### config.mk
export PLATFORM = sky130hd
export DESIGN_NAME = mlp_layer_engine
export DESIGN_NICKNAME = d
export VERILOG_FILES = /design/src/rtl/mlp_pkg.sv /design/src/rtl/mlp_mac_sat.sv /design/src/rtl/mlp_layer_engine.sv
export SDC_FILE = /design/constraint.sdc
export NUM_CORES = 1
export LEC_CHECK = 0
export CORE_AREA = 2 2 218 220
export DETAILED_ROUTE_END_ITERATION = 16
export DIE_AREA = 0 0 220 222
export PLACE_DENSITY = 0.58
export SYNTH_ARGS = -nofsm -noshare
export SYNTH_HDL_FRONTEND = slang
export SYNTH_SLANG_ARGS = --single-unit
### constraint.sdc
create_clock -name Clock -period 16.2 [get_ports Clock]
set_input_delay 3.24 -clock Clock [delete_from_list [all_inputs] [get_ports Clock]]
set_output_delay 3.24 -clock Clock [all_outputs]
set_load 0.01 [all_outputs]
### src/rtl/mlp_pkg.sv
// Shared types and arithmetic helpers for the time-multiplexed MLP layer engine.
package mlp_pkg;

  localparam int DW_DEF   = 10;
  localparam int FRAC_DEF = 6;

  typedef enum logic [2:0] {
    S_IDLE,
    S_READ,
    S_DRAIN,
    S_WRITE,
    S_DONE
  } state_t;

  typedef enum logic [1:0] {
    ACT_LIN  = 2'd0,
    ACT_RELU = 2'd1,
    ACT_HSIG = 2'd2,
    ACT_LIN3 = 2'd3
  } act_t;

  function automatic longint sat_val(longint v, int unsigned dw);
    longint hi, lo;
    hi = (longint'(1) <<< (dw - 1)) - 1;
    lo = -hi - 1;
    if (v > hi) return hi;
    if (v < lo) return lo;
    return v;
  endfunction

  // Piecewise-linear sigmoid: slope 1/4, centred on 0.5, clamped to [0, 1.0].
  function automatic longint hsig(longint y, int unsigned frac);
    longint one, t;
    one = longint'(1) <<< frac;
    t   = (y >>> 2) + (one >>> 1);
    if (t < 0)   return 0;
    if (t > one) return one;
    return t;
  endfunction

endpackage

### src/rtl/mlp_mac_sat.sv
// Signed multiply-accumulate with bias add, fixed-point rescale, saturation and activation.
module mlp_mac_sat
  import mlp_pkg::*;
#(
  parameter int N_IN = 10,
  parameter int DW   = DW_DEF,
  parameter int FRAC = FRAC_DEF
) (
  input  logic                 Clock,
  input  logic                 Rst,
  input  logic                 clr,
  input  logic                 mac_en,
  input  logic                 bias_en,
  input  logic [1:0]           act,
  input  logic signed [DW-1:0] x,
  input  logic signed [DW-1:0] w,
  output logic signed [DW-1:0] y
);

  localparam int ACCW = 2 * DW + $clog2(N_IN + 1);

  logic signed [2*DW-1:0] prod;
  logic signed [ACCW-1:0] acc, prod_x, bias_x, shifted;
  longint                 s, r;

  assign prod   = x * w;
  assign prod_x = {{(ACCW - 2 * DW){prod[2*DW-1]}}, prod};
  // Bias is stored in the same Q format as the inputs, so align it with the products.
  assign bias_x = {{(ACCW - DW){w[DW-1]}}, w} <<< FRAC;

  always_ff @(posedge Clock or negedge Rst) begin
    if (!Rst)         acc <= '0;
    else if (clr)     acc <= '0;
    else if (mac_en)  acc <= acc + prod_x;
    else if (bias_en) acc <= acc + bias_x;
  end

  always_comb begin
    shifted = acc >>> FRAC;
    s       = sat_val(longint'(shifted), DW);
    r       = s;
    case (act_t'(act))
      ACT_RELU: r = (s < 0) ? 0 : s;
      ACT_HSIG: r = hsig(s, FRAC);
      default:  r = s;
    endcase
    y = DW'(r);
  end

endmodule

### src/rtl/mlp_layer_engine.sv
// Fully-connected layer: one shared MAC walks N_NEU neurons, streaming weight rows from external RAM.
module mlp_layer_engine
  import mlp_pkg::*;
#(
  parameter int N_IN  = 10,
  parameter int N_NEU = 5,
  parameter int DW    = DW_DEF,
  parameter int FRAC  = FRAC_DEF,
  parameter int AW    = $clog2(N_NEU * (N_IN + 1))
) (
  input  logic                Clock,
  input  logic                Rst,
  input  logic                start,
  input  logic [1:0]          act_mode,
  input  logic [N_IN*DW-1:0]  in_vec,
  output logic                w_rd,
  output logic [AW-1:0]       w_addr,
  input  logic [DW-1:0]       w_data,
  output logic                busy,
  output logic                done,
  output logic [N_NEU*DW-1:0] out_vec,
  output logic                out_valid
);

  localparam int CW = $clog2(N_IN + 1);
  localparam int NW = (N_NEU > 1) ? $clog2(N_NEU) : 1;

  state_t               state, nxt;
  logic [CW-1:0]        rcnt, xi;
  logic [NW-1:0]        ncnt;
  logic [1:0]           act_q;
  logic signed [DW-1:0] x_q [N_IN];
  logic signed [DW-1:0] x_sel, y;
  logic                 acc_clr, mac_en, bias_en;

  always_ff @(posedge Clock or negedge Rst) begin
    if (!Rst) state <= S_IDLE;
    else      state <= nxt;
  end

  always_comb begin
    nxt  = state;
    w_rd = 1'b0;
    case (state)
      S_IDLE:  if (start) nxt = S_READ;
      S_READ: begin
        w_rd = 1'b1;
        if (rcnt == CW'(N_IN)) nxt = S_DRAIN;
      end
      S_DRAIN: nxt = S_WRITE;
      S_WRITE: nxt = (ncnt == NW'(N_NEU - 1)) ? S_DONE : S_READ;
      S_DONE:  nxt = S_IDLE;
      default: nxt = S_IDLE;
    endcase
  end

  // Word read at rcnt arrives one cycle later, so the MAC consumes input rcnt-1.
  assign xi      = rcnt - CW'(1);
  assign mac_en  = (state == S_READ) && (rcnt != '0);
  assign bias_en = (state == S_DRAIN);
  assign acc_clr = ((state == S_IDLE) && start) || (state == S_WRITE);
  assign x_sel   = mac_en ? x_q[xi] : '0;

  always_ff @(posedge Clock or negedge Rst) begin
    if (!Rst) begin
      busy      <= 1'b0;
      done      <= 1'b0;
      out_valid <= 1'b0;
      w_addr    <= '0;
      rcnt      <= '0;
      ncnt      <= '0;
      act_q     <= '0;
      out_vec   <= '0;
      for (int unsigned i = 0; i < N_IN; i++) x_q[i] <= '0;
    end else begin
      done <= 1'b0;
      case (state)
        S_IDLE: if (start) begin
          busy      <= 1'b1;
          out_valid <= 1'b0;
          act_q     <= act_mode;
          w_addr    <= '0;
          rcnt      <= '0;
          ncnt      <= '0;
          for (int unsigned i = 0; i < N_IN; i++) x_q[i] <= in_vec[i*DW +: DW];
        end
        // Rows are contiguous, so the address simply keeps counting across neurons.
        S_READ: begin
          w_addr <= w_addr + AW'(1);
          rcnt   <= (rcnt == CW'(N_IN)) ? '0 : rcnt + CW'(1);
        end
        S_WRITE: begin
          out_vec[int'(ncnt)*DW +: DW] <= y;
          ncnt <= ncnt + NW'(1);
        end
        S_DONE: begin
          done      <= 1'b1;
          out_valid <= 1'b1;
          busy      <= 1'b0;
        end
        default: ;
      endcase
    end
  end

  mlp_mac_sat #(
    .N_IN (N_IN),
    .DW   (DW),
    .FRAC (FRAC)
  ) u_mac (
    .Clock   (Clock),
    .Rst     (Rst),
    .clr     (acc_clr),
    .mac_en  (mac_en),
    .bias_en (bias_en),
    .act     (act_q),
    .x       (x_sel),
    .w       (w_data),
    .y       (y)
  );

endmodule

# == Yosys cells after proc, flatten, opt, wreduce, memory -nomap -nowiden ==
# Index checks and enable logic that the tools add are counted.
# op_classes
addsub,8
shifts,2
n_reduce_logical,14
mul,2
n_eq_ne,10
order_cmp,6
n_bitwise,1
muxes,42
# op_table
operator,count
$mux 64,3
$mux 24,3
$lt 64x1->1 const B,1
$add 62x7->63 const B,1
$gt 63x8->1 const B,1
$lt 63x1->1 const B,1
$mux 10,6
$bwmux 50,1
$shift 10x33->50 const A,1
$shiftx 10x33->50,1
$bmux 10 s4,1
$neg 7->33,1
$add 24x16->24,1
$add 24x20->24,1
$mul 10x10->20,1
$pmux 10 s2,1
$gt 18x10->1 const B,1
$lt 18x10->1 const B,1
$mux 1,12
$mux 3,4
$pmux 3 s4,1
$pmux 6 s2,1
$reduce_and 2->1,5
$mux 9,1
other kinds (27),34
# word_totals
elab_cells,105
inputBits,115
output_inout_bits,60
regBits,195

# == Logic depth before layout (Yosys ltp) ==
# Gate-level depths: netlist of the first run.
# depth
word_depth,16
ltp_mapped,32
mapped_depth_nobuf,28

# == Modules after synthesis ==
# A second synthesis of the first run with hierarchy kept.
# hier_totals
hier_cells,1876
hier_area_um2,16895.0
# modules_own_cells
module,seq_area_each_um2,n_inst,area_per_inst_um2,cells_per_inst
mlp_layer_engine,4279.1,1,9043.7,991
mlp_mac_sat,600.6,1,7851.3,885

# == Worst setup path before layout of the first run ==
# OpenSTA, ideal clock, no wires.
# synth_path
path_type,input port to flip-flop
start,input w_data[1]
end,register u_mac.acc[23]
t_required_ns,16.118
arrival_time_ns,8.266
setup_slack_ns,7.852
setup_ns,0.082
path_buffers,1
cell_stages,17
path_cell_list,buf_1 > nand2_1 > fa_1 > inv_1 > fa_1 > fa_1 > fa_1 > fa_1 > ha_1 > and4_1 > nand3_1 > or3_1 > nand4_1 > a41oi_1 > nand2b_1 > or3_1 > a31oi_1
# synth_between
elab_chain_len,4
word_cells_on_any_way,6
cone_classes,2 x add/sub; 1 x mul; 3 x mux
# synth_lines
element,line_no,source
start: declaration,mlp_layer_engine.sv:18,"input logic [DW-1:0] w_data,"
$mul 10x10->20 or $add 24x16->24 (tied branches),"mlp_mac_sat.sv:26, mlp_mac_sat.sv:35",
$add 24x20->24 or $mux 24 (tied branches),"mlp_mac_sat.sv:34, mlp_mac_sat.sv:35",
$mux 24 (*),mlp_mac_sat.sv:34,else if (mac_en) acc <= acc + prod_x;
$mux 24 (*),mlp_mac_sat.sv:33,else if (clr) acc <= '0;
end signal: assignment,mlp_mac_sat.sv:34,
end signal: assignment,mlp_mac_sat.sv:35,else if (bias_en) acc <= acc + bias_x;
end: declaration,mlp_mac_sat.sv:23,"logic signed [ACCW-1:0] acc, prod_x, bias_x, shifted;"
# Every way passes the cells marked *; elsewhere a longest branch is shown, timed or not. The select of a mux whose other input is x is not followed.
# A chain may end at the register's enable or synchronous reset.

# == Final worst setup path of the first run ==
# layout_path
start,input w_data[9]
end,register u_mac.acc[22]
# Same word-level chain as after synthesis.

==> summary.md, run 1 <==
| Metric | Value |
|---|---|
| Worst path buffer plus inverter count | `4` |
| Fraction of layout cells with a size suffix above 1 | `about 6.6%` |
| Vias in the first global route | `around 14000` |
| Cell chain of the critical path | `clkdlybuf4s50_1 -> nand2b_1 -> fa_1 -> fa_1 -> inv_1 -> fa_1 -> inv_1 -> fa_1 -> inv_1 -> fa_1 -> ha_1 -> and3_1 -> a21oi_1 -> o211ai_1 -> and3b_1 -> o31ai_1 -> nand2b_1 -> a31o_2 -> xnor2_1 -> o21ai_0` |
| Row count | `79` |
| CP Data Arrival Time | `roughly 9.4 ns` |
| Clock sinks | `195` |
| CP max FO | `21` |
| Status | `completed` |
| Reg area | `~4900 µm²` |
| Critical path class | `in -> reg` |
| Total CTS buffers | `17` |
| Worst-path clk slew | `roughly 0.080 ns` |
| Dpl cell area | `18900 µm²` |
| Top cells by area, synth | `dfrtp_1 30%, fa_1 15%, nand2_1 11%` |
| MaxCap Viol Count | `0` |
| Fin. Hold Viols | `0` |
| Synthesized area | `16500 µm²` |
| DRC Markers | `0` |
| Port buffer count | `around 170` |
| Clock Skews | `roughly 0.019 ns` |
| Die Wd | `~220 µm` |
| Most used cell, CP | `fa_1` |
| EDFF count, synth | `0` |
| CTS tree | `yes` |
| Syn Area/Cell | `slightly below 9 µm²` |
| Via density | `between 5 and 6` |
| Post-CTS Setup Bufs | `0` |
| Synth warn | `0` |
| DRT iter0 DRCs | `slightly below 1000` |
| Nets | `around 2300` |
| Slew Viols, Final | `0` |
| Top-count cell post-synth | `nand2_1` |
| Final worst-path cycle share | `between 50% and 60%` |
| Initial Util | `roughly 36%` |
| Clock Tree Buf Depth | `2` |
| Synth async-reset ratio | `100%` |
| Die area | `slightly below 50000 µm²` |
| Most instantiated cells after synthesis | `471 x nand2_1, 195 x dfrtp_1, 168 x inv_1, 125 x fa_1, 110 x nor2_1` |
| Seq cells post-synth | `195` |
| Yosys top cell by area | `dfrtp_1` |
| Setup tns final | `0 ns` |
| Post-CTS Resized | `0` |
| Worst Tran Pin Value | `1.16 ns` |
| Relative slew slack | `between 20% and 30%` |
| GRT Total Usage | `~19%` |
| DRT antenna net count | `0` |
| Layout Utilization | `a little over two fifths` |
| Distinct cells, synth | `just over 90` |
| Fill cell count | `between 4000 and 5000` |
| Achievable Freq | `roughly 0.11 GHz` |
| Core ar. | `46300 µm²` |
| Worst skew pair latency | `0.46 ns` |
| Layout area overhead | `17.8%` |
| Mapped Cells | `between 1500 and 2000` |
| Clk root buf | `clkbuf_16` |
| Grt ovf | `0` |
| Sequential fraction of the synthesis area | `29.5%` |
| Hold Path Class | `reg -> reg` |
| CTS Hold Buffers Added | `0` |
| TritonRoute pass-1 iters | `5` |
| Startpoint types | `primary input` |
| Most used DFF post-synth | `dfrtp_1` |
| Dpl hpwl | `34.6 mm` |
| Yosys top cell area share | `between 20% and 30%` |
| Via Count | `13500` |
| Die Y | `~220 µm` |
| Avg WL per Cell | `about 18 µm` |
| First-pass GRT wire length | `75.5 mm` |
| Top delay family on crit path | `adder cells` |
| Largest net degree at the start of global routing | `approximately 110` |
| Top-Level Pins | `approximately 180` |
| CP max stage delay | `1.12 ns` |
| Footprint of the multi-input gates | `approximately 11000 µm²` |
| RSZ-0062 raised after global routing | `false` |
| Mapped Nets | `approximately 2200` |
| Endpoints failing setup | `0` |
| Period minus WS final | `roughly 9.1 ns` |
| Finished Cell Area | `approximately 19000 µm²` |
| Req. time, crit path | `16.51 ns` |
| Routability Congestion | `0.893` |
| Initial antenna violation count | `4` |
| Critical Path End Type | `register` |
| Routed WL | `~46 mm` |
| Slowest-stage cell, CP | `clkdlybuf4s50_1` |
| Htree depth | `4` |
-- area by class of cell --
type,instances,share of cell area (%)
Sequential cell,195,25.0
Clock buffer,18,2.20
Clock inverter,11,0.924
Multi-Input combinational cell,1419,54.9
Tap cell,607,3.90
Inverter,172,3.34
Timing Repair Buffer,192,9.65
Antenna cell,1,0.0128
-- worst reg2reg max path: stages, from the launching register on --
cell	delay [ns]
dfrtp_2	0.34
buf_4	0.54
inv_1	0.20
ha_1	0.37
buf_4	0.33
mux4_2	0.30
mux2_2	0.18
a21oi_1	0.07
nor2_1	0.88
nand2_1	0.20
fa_1	0.54
inv_1	0.06
fa_1	0.50
fa_1	0.55
inv_1	0.06
fa_1	0.53
inv_1	0.06
fa_1	0.47
ha_1	0.37
and3_1	0.17
a21oi_1	0.15
o211ai_1	0.22
and3b_1	0.24
o31ai_1	0.25
nand2b_1	0.12
a31o_2	0.27
xnor2_1	0.12
o21ai_0	0.08
-- stage by stage --
stage	hold slack, ns	cells	setup WS, ns
final	0.472	2615	7.14
after global routing	0.495	2615	6.85
after CTS	0.476	2614	7.17
after detailed placement	0.458	2585	6.68
after global placement	0.453	2585	6.70
after floorplan	0.440	1865	7.85
-- per-layer routing --
metal | track usage, % | vias up | part of all wire (%)
met2 | 32.0 | 356 | 48
li1 | - | 6494 | -
met5 | 0 | - | 0.094
met4 | 4.33 | 6 | 1.1
met1 | 26.8 | 6644 | 46
met3 | 3.48 | 35 | 5.1
-- sequential cells by signal, summed over array words and instances, names as in the netlist --
name       flops
done           1
busy           1
ncnt           3
w_addr         6
act_q          2
u_mac.acc     24
x_q          100
out_vec       50
state          3
out_valid      1
rcnt           4
-- cells by family (layout without fill, tap and decap cells) --
logic type,Yosys count,in the layout,synth area share (%)
AO/OA/AOI/OAI,295,295,12.5
XOR/XNOR,48,48,2.70
adder cells (fa/ha/maj),234,234,23.4
buffers and inverters,251,393,5.84
flip-flops,195,195,29.5
multiplexers,59,59,5.26
other,0,1,0
AND/OR/NAND/NOR,783,783,20.8
-- cell usage in the layout, fill, tap and decap left out, types with 17 or more instances in the layout --
cell and n:
mux2_2 23, fa_1 125, clkbuf_16 17, dfrtp_1 194, inv_1 168, nand2b_1 24
a21oi_1 69, ha_1 109, xnor2_1 29, nand3_1 25, clkdlybuf4s50_1 173, mux4_2 20
nand2_1 471, o21ai_0 65, and2_1 35, nor2_1 110, buf_4 18, nor3_1 33
-- path summary, 6_finish.rpt --
path	to	slack, ns	cells after the start	start
max in group asynchronous	x_q[30]	11.61	2	Rst
max reg2reg	u_mac.acc[22]	7.91	27	rcnt[0]
min reg2reg	x_q[19]	0.47	2	x_q[19]
min in group asynchronous	x_q[98]	2.91	1	Rst
max	u_mac.acc[22]	7.14	20	w_data[9]
min	x_q[19]	0.47	2	x_q[19]
Power of run 1 is not shown: default switching activity piles up to over one toggle a cycle in this logic, so the estimate is an artifact.
==> run 2, diff against run 1 <==
- clock period: 16.2 -> 9.2 ns (I/O delays scaled with it)
==> run 2 against run 1 <==
Non-clock buffer count up 4. Flip-flop and latch count unchanged. Die area stayed put. Sequential share of layout area down 0.059 points. Largest cell class unchanged. Highest routed layer unchanged.
==> summary.md, run 2 (same netlist as run 1, synthesis figures left out) <==
| Metric | Value |
|---|---|
| Worst hold stages | `2` |
| Layout Utilization | `42.2%` |
| Endpoints failing setup | `0` |
| Largest reg by FF count | `x_q` |
| Vias in the first global route | `~14000` |
| Worst-path clk slew | `around 0.09 ns` |
| Nets | `~2400` |
| Antenna diode count | `0` |
| Most frequent cells in the layout | `471 x nand2_1, 194 x dfrtp_1, 173 x clkdlybuf4s50_1` |
| Post-CTS Resized | `0` |
| Max reg flops | `100` |
| Most common cell after layout, fill and taps aside | `nand2_1` |
| Row count | `approximately 80` |
| Clk root buf | `clkbuf_16` |
| DRT antenna net count | `0` |
| Setup tns final | `0 ns` |
| Critical Path End Type | `register` |
| Die Y | `around 220 µm` |
| End point of the worst hold path | `x_q[72]` |
| DRT iter0 DRCs | `approximately 1300` |
| Worst reg2reg setup slack | `~1.3 ns` |
| RSZ-0062 raised after global routing | `false` |
| Start point of the worst hold path | `x_q[72]` |
| Routed WL | `approximately 46 mm` |
| CP Data Arrival Time | `8.23 ns` |
| Clock Skews | `0.0159 ns` |
| Achievable Freq | `between 0.1 and 0.15 GHz` |
| Initial Util | `a little over a third` |
| Fraction of layout cells with a size suffix above 1 | `between 7 and 8%` |
| Htree depth | `4` |
| Startpoint types | `register` |
| Cells on worst reg2reg path | `25` |
| Critical path class | `reg -> reg` |
| DRC Markers | `0` |
| Layout area overhead | `18.1%` |
| Worst skew pair latency | `0.45 ns` |
| Reg2Reg Launch Point | `rcnt[1]` |
| Core ar. | `46300 µm²` |
| Die Wd | `about 220 µm` |
| CTS Hold Buffers Added | `0` |
| TritonRoute pass-1 iters | `6` |
| Final worst setup slack | `around 1.3 ns` |
| Dpl ws | `1.16 ns` |
| Status | `completed` |
| CTS tree | `yes` |
| MaxCap Viol Count | `0` |
| Largest net degree at the start of global routing | `between 100 and 150` |
| Via Count | `between 10000 and 15000` |
| Req. time, crit path | `9.49 ns` |
| Reg2reg end | `u_mac.acc[22]` |
| Slew Viols, Final | `0` |
| Initial antenna violation count | `2` |
| Post-CTS Setup Bufs | `0` |
| Hold Path Class | `reg -> reg` |
| Worst Tran Pin Value | `1.09 ns` |
| Clock Tree Buf Depth | `2` |
| CP max FO | `15` |
| Fill cell count | `4596` |
| Final worst-path cycle share | `between 80 and 90%` |
| Grt ovf | `0` |
| Total CTS buffers | `17` |
| Relative slew slack | `roughly 28%` |
| Avg WL per Cell | `around 18 µm` |
| Top-Level Pins | `175` |
| Clock sinks | `roughly 200` |
| GRT Total Usage | `between 15 and 20%` |
| Period minus WS final | `roughly 7.9 ns` |
| Routability Congestion | `between 0.8 and 0.9` |
| Via density | `5.21` |
| Dpl hpwl | `35.6 mm` |
| First-pass GRT wire length | `roughly 77 mm` |
| Port buffer count | `around 170` |
| Fin. Hold Viols | `0` |
| Top flop regs | `x_q (100), out_vec (50), u_mac.acc (24)` |
| Die area | `approximately 49000 µm²` |
## run 2: changes by cell type in the layout (fill, tap and decap cells not counted)
cell and delta:
clkinv_4 -2, bufinv_16 -4, inv_16 +1, diode_2 -1, clkinv_2 -1, clkbuf_8 +1, clkbuf_1 -1, inv_8 +2
inv_6 +3, buf_4 +4, clkinv_8 +3, inv_12 +3, clkinvlp_4 -2
## run 2: layer usage
layer,wire (µm),global-route usage [%],up-vias
li1,-,-,6499
met1,21500,28.4,6724
met2,22200,32.4,401
met3,2250,2.50,37
met4,468,3.53,4
met5,26,0,-
## run 2: stage by stage
step                      cell area [µm²]  cells  hold WS, ns
after floorplan                     16500   1865        0.440
after global placement              18900   2589        0.454
after detailed placement            18900   2589        0.460
after CTS                           19500   2621        0.482
after global routing                19500   2621        0.497
final                               19500   2621        0.476
## run 2: critical path: stages (launching register included)
cell	delay, ns
dfrtp_1	0.44
inv_1	0.10
ha_1	0.76
nand2_1	0.36
nor3_1	0.26
a21oi_1	0.07
nor2_1	0.79
nand2_1	0.16
fa_1	0.50
fa_1	0.54
inv_1	0.05
fa_1	0.54
inv_1	0.06
fa_1	0.53
inv_1	0.06
fa_1	0.47
ha_1	0.38
and3_1	0.21
a21oi_1	0.15
o211ai_1	0.22
and3b_1	0.24
o31ai_1	0.26
nand2b_1	0.13
a31o_2	0.27
xnor2_1	0.12
o21ai_0	0.09
## run 2: final cells by class
type / count / area (µm²) / share of cell area [%]
Clock buffer: 18 / 439 / 2.25
Clock inverter: 14 / 189 / 0.967
Tap cell: 607 / 759 / 3.89
Timing Repair Buffer: 196 / 1910 / 9.78
Multi-Input combinational cell: 1419 / 10700 / 54.8
Inverter: 172 / 651 / 3.33
Sequential cell: 195 / 4880 / 25.0
## run 2: worst max path at each step
stage,start,end,cells after the start
after floorplan,rcnt[0],u_mac.acc[22],30
after global placement,w_data[1],u_mac.acc[23],17
after detailed placement,w_data[1],u_mac.acc[23],17
after CTS,rcnt[0],u_mac.acc[23],21
after global routing,rcnt[1],u_mac.acc[15],25
final,rcnt[1],u_mac.acc[22],25
Power of run 2 is left out for the same reason.
==> run 3, diff against run 2 <==
- PLACE_DENSITY: 0.58 -> not set
- PLACE_DENSITY_LB_ADDON: not set -> 0.15
==> run 3 against run 2 <==
Final cell count rose by 0.23%. Clock skew rose by 0.0019 ns. First-iteration DRC count fell by 22%. Count of clock-buffer cells in the layout fell by 1. Via count fell by 0.52%. Core utilization rose by 0.065 points. Critical endpoint is now u_mac.acc[23].
==> summary.md, run 3 (same netlist as run 1, synthesis figures left out) <==
| Metric | Value |
|---|---|
| First-pass GRT wire length | `around 78 mm` |
| Fin. Hold Viols | `0` |
| Slew Viols, Final | `0` |
| Reg2Reg Launch Point | `rcnt[1]` |
| Top flop regs | `x_q (100), out_vec (50), u_mac.acc (24)` |
| GRT busiest layer | `met2` |
| Clock Tree Buf Depth | `2` |
| Global routing usage on met2 | `32.5%` |
| Worst Tran Pin Value | `approximately 1.2 ns` |
| Worst path buffer plus inverter count | `3` |
| Initial antenna violation count | `1` |
| CTS Hold Buffers Added | `0` |
| Period minus WS final | `roughly 7.8 ns` |
| Max reg flops | `100` |
| Die area | `slightly below 50000 µm²` |
| Largest net degree at the start of global routing | `119` |
| Most used cell, CP | `fa_1` |
| Critical Path Start | `rcnt[1]` |
| Req. time, crit path | `9.58 ns` |
| Startpoint types | `register` |
| CP Data Arrival Time | `8.19 ns` |
| Clock Skews | `around 0.018 ns` |
| TritonRoute pass-1 iters | `6` |
| Cells on worst reg2reg path | `22` |
| Grt met1 use | `between 20 and 30%` |
| Post-CTS Setup Bufs | `0` |
| Clk root buf | `clkbuf_16` |
| Initial Util | `35.8%` |
| Reg2reg end | `u_mac.acc[23]` |
| Via density | `5.17` |
| Grt ovf | `0` |
| DRT antenna net count | `0` |
| Worst setup path end | `u_mac.acc[23]` |
| CP max FO | `12` |
| Die Y | `around 220 µm` |
| Status | `completed` |
| CTS tree | `yes` |
| Top delay family on crit path | `adder cells` |
| Cell chain of the critical path | `inv_1 -> ha_1 -> buf_4 -> mux4_2 -> mux2i_1 -> a211oi_4 -> nand2_1 -> fa_1 -> inv_1 -> fa_1 -> fa_1 -> fa_1 -> fa_1 -> ha_1 -> and4_1 -> nand3_1 -> or3_1 -> nand4_1 -> a41oi_1 -> nand2b_1 -> or3_1 -> a31oi_1` |
| Critical Path End Type | `register` |
| Dpl hpwl | `around 36 mm` |
| Vias in the first global route | `~14000` |
| Antenna diode count | `0` |
| Post-CTS Resized | `0` |
| Endpoints failing setup | `0` |
| Avg WL per Cell | `18.1 µm` |
| CP Depth | `22` |
| Core ar. | `about 46000 µm²` |
| Via Count | `roughly 14000` |
| CP max stage delay | `slightly below 0.7 ns` |
| Htree depth | `4` |
| Critical path class | `reg -> reg` |
| Worst skew pair latency | `~0.45 ns` |
| Layout Utilization | `a little over two fifths` |
| Hold Path Class | `reg -> reg` |
| Largest reg by FF count | `x_q` |
| Slowest-stage cell, CP | `a211oi_4` |
| DRT iter0 DRCs | `a little under 1000` |
| Port buffer count | `~170` |
| Total CTS buffers | `17` |
| Achievable Freq | `~0.13 GHz` |
| M3 GR Usage | `under 10%` |
| Fill cell count | `around 4600` |
| Clock sinks | `approximately 200` |
| Routed WL | `around 48 mm` |
| GRT Total Usage | `approximately a fifth` |
| Fraction of layout cells with a size suffix above 1 | `roughly 7.3%` |
| Final worst-path cycle share | `85.0%` |
| Worst-path clk slew | `~0.090 ns` |
| Nets | `between 2000 and 2500` |
| Most frequent cells in the layout | `471 x nand2_1, 194 x dfrtp_1, 173 x clkdlybuf4s50_1` |
| Worst reg2reg setup slack | `1.38 ns` |
| Top-Level Pins | `between 150 and 200` |
| Most common cell after layout, fill and taps aside | `nand2_1` |
| Setup tns final | `0 ns` |
| Routability Congestion | `~0.89` |
| DRC Markers | `0` |
| Die Wd | `~220 µm` |
| Relative slew slack | `a little over a fifth` |
| Row count | `around 80` |
| RSZ-0062 raised after global routing | `false` |
| MaxCap Viol Count | `0` |
| Layout area overhead | `18.3%` |
[run 3: per-stage QoR]
step	hold WS, ns	area (µm²)	worst slack (ns)	cells
finish	0.473	19600	1.38	2627
global route	0.502	19600	0.809	2627
CTS	0.479	19600	1.31	2627
detailed placement	0.459	19000	1.22	2595
global placement	0.453	19000	1.28	2595
floorplan	0.440	16500	1.03	1865
[run 3: worst min-delay path: stages (launching register included)]
cell and delay [ns]:
dfrtp_1 0.34, nand2_1 0.05, nand2_1 0.05
[run 3: final cells by class]
type	instances	area [µm²]	area share, %
multi-input combinational	1419	10700	54.7
clock buffer	17	425	2.17
clock inverter	15	190	0.972
tap	607	759	3.88
sequential	195	4880	24.9
timing repair buffer	202	1960	9.99
inverter	172	651	3.33
[run 3: how the worst min path moves through the flow]
stage	from	to	slack, ns	cells past startpoint
after CTS	x_q[48]	x_q[48]	0.48	2
after floorplan	x_q[19]	x_q[19]	0.44	2
final	x_q[5]	x_q[5]	0.47	2
after global routing	x_q[58]	x_q[58]	0.50	2
after detailed placement	x_q[51]	x_q[51]	0.46	2
after global placement	x_q[20]	x_q[20]	0.45	2
[run 3: metal layers]
| metal | share of wire [%] | wire, µm |
|---|---|---|
| met1 | 47 | 22400 |
| met3 | 4.6 | 2180 |
| met2 | 47 | 22300 |
| met5 | 0.023 | 11 |
| met4 | 1.4 | 662 |
Power of run 3 is left out for the same reason.
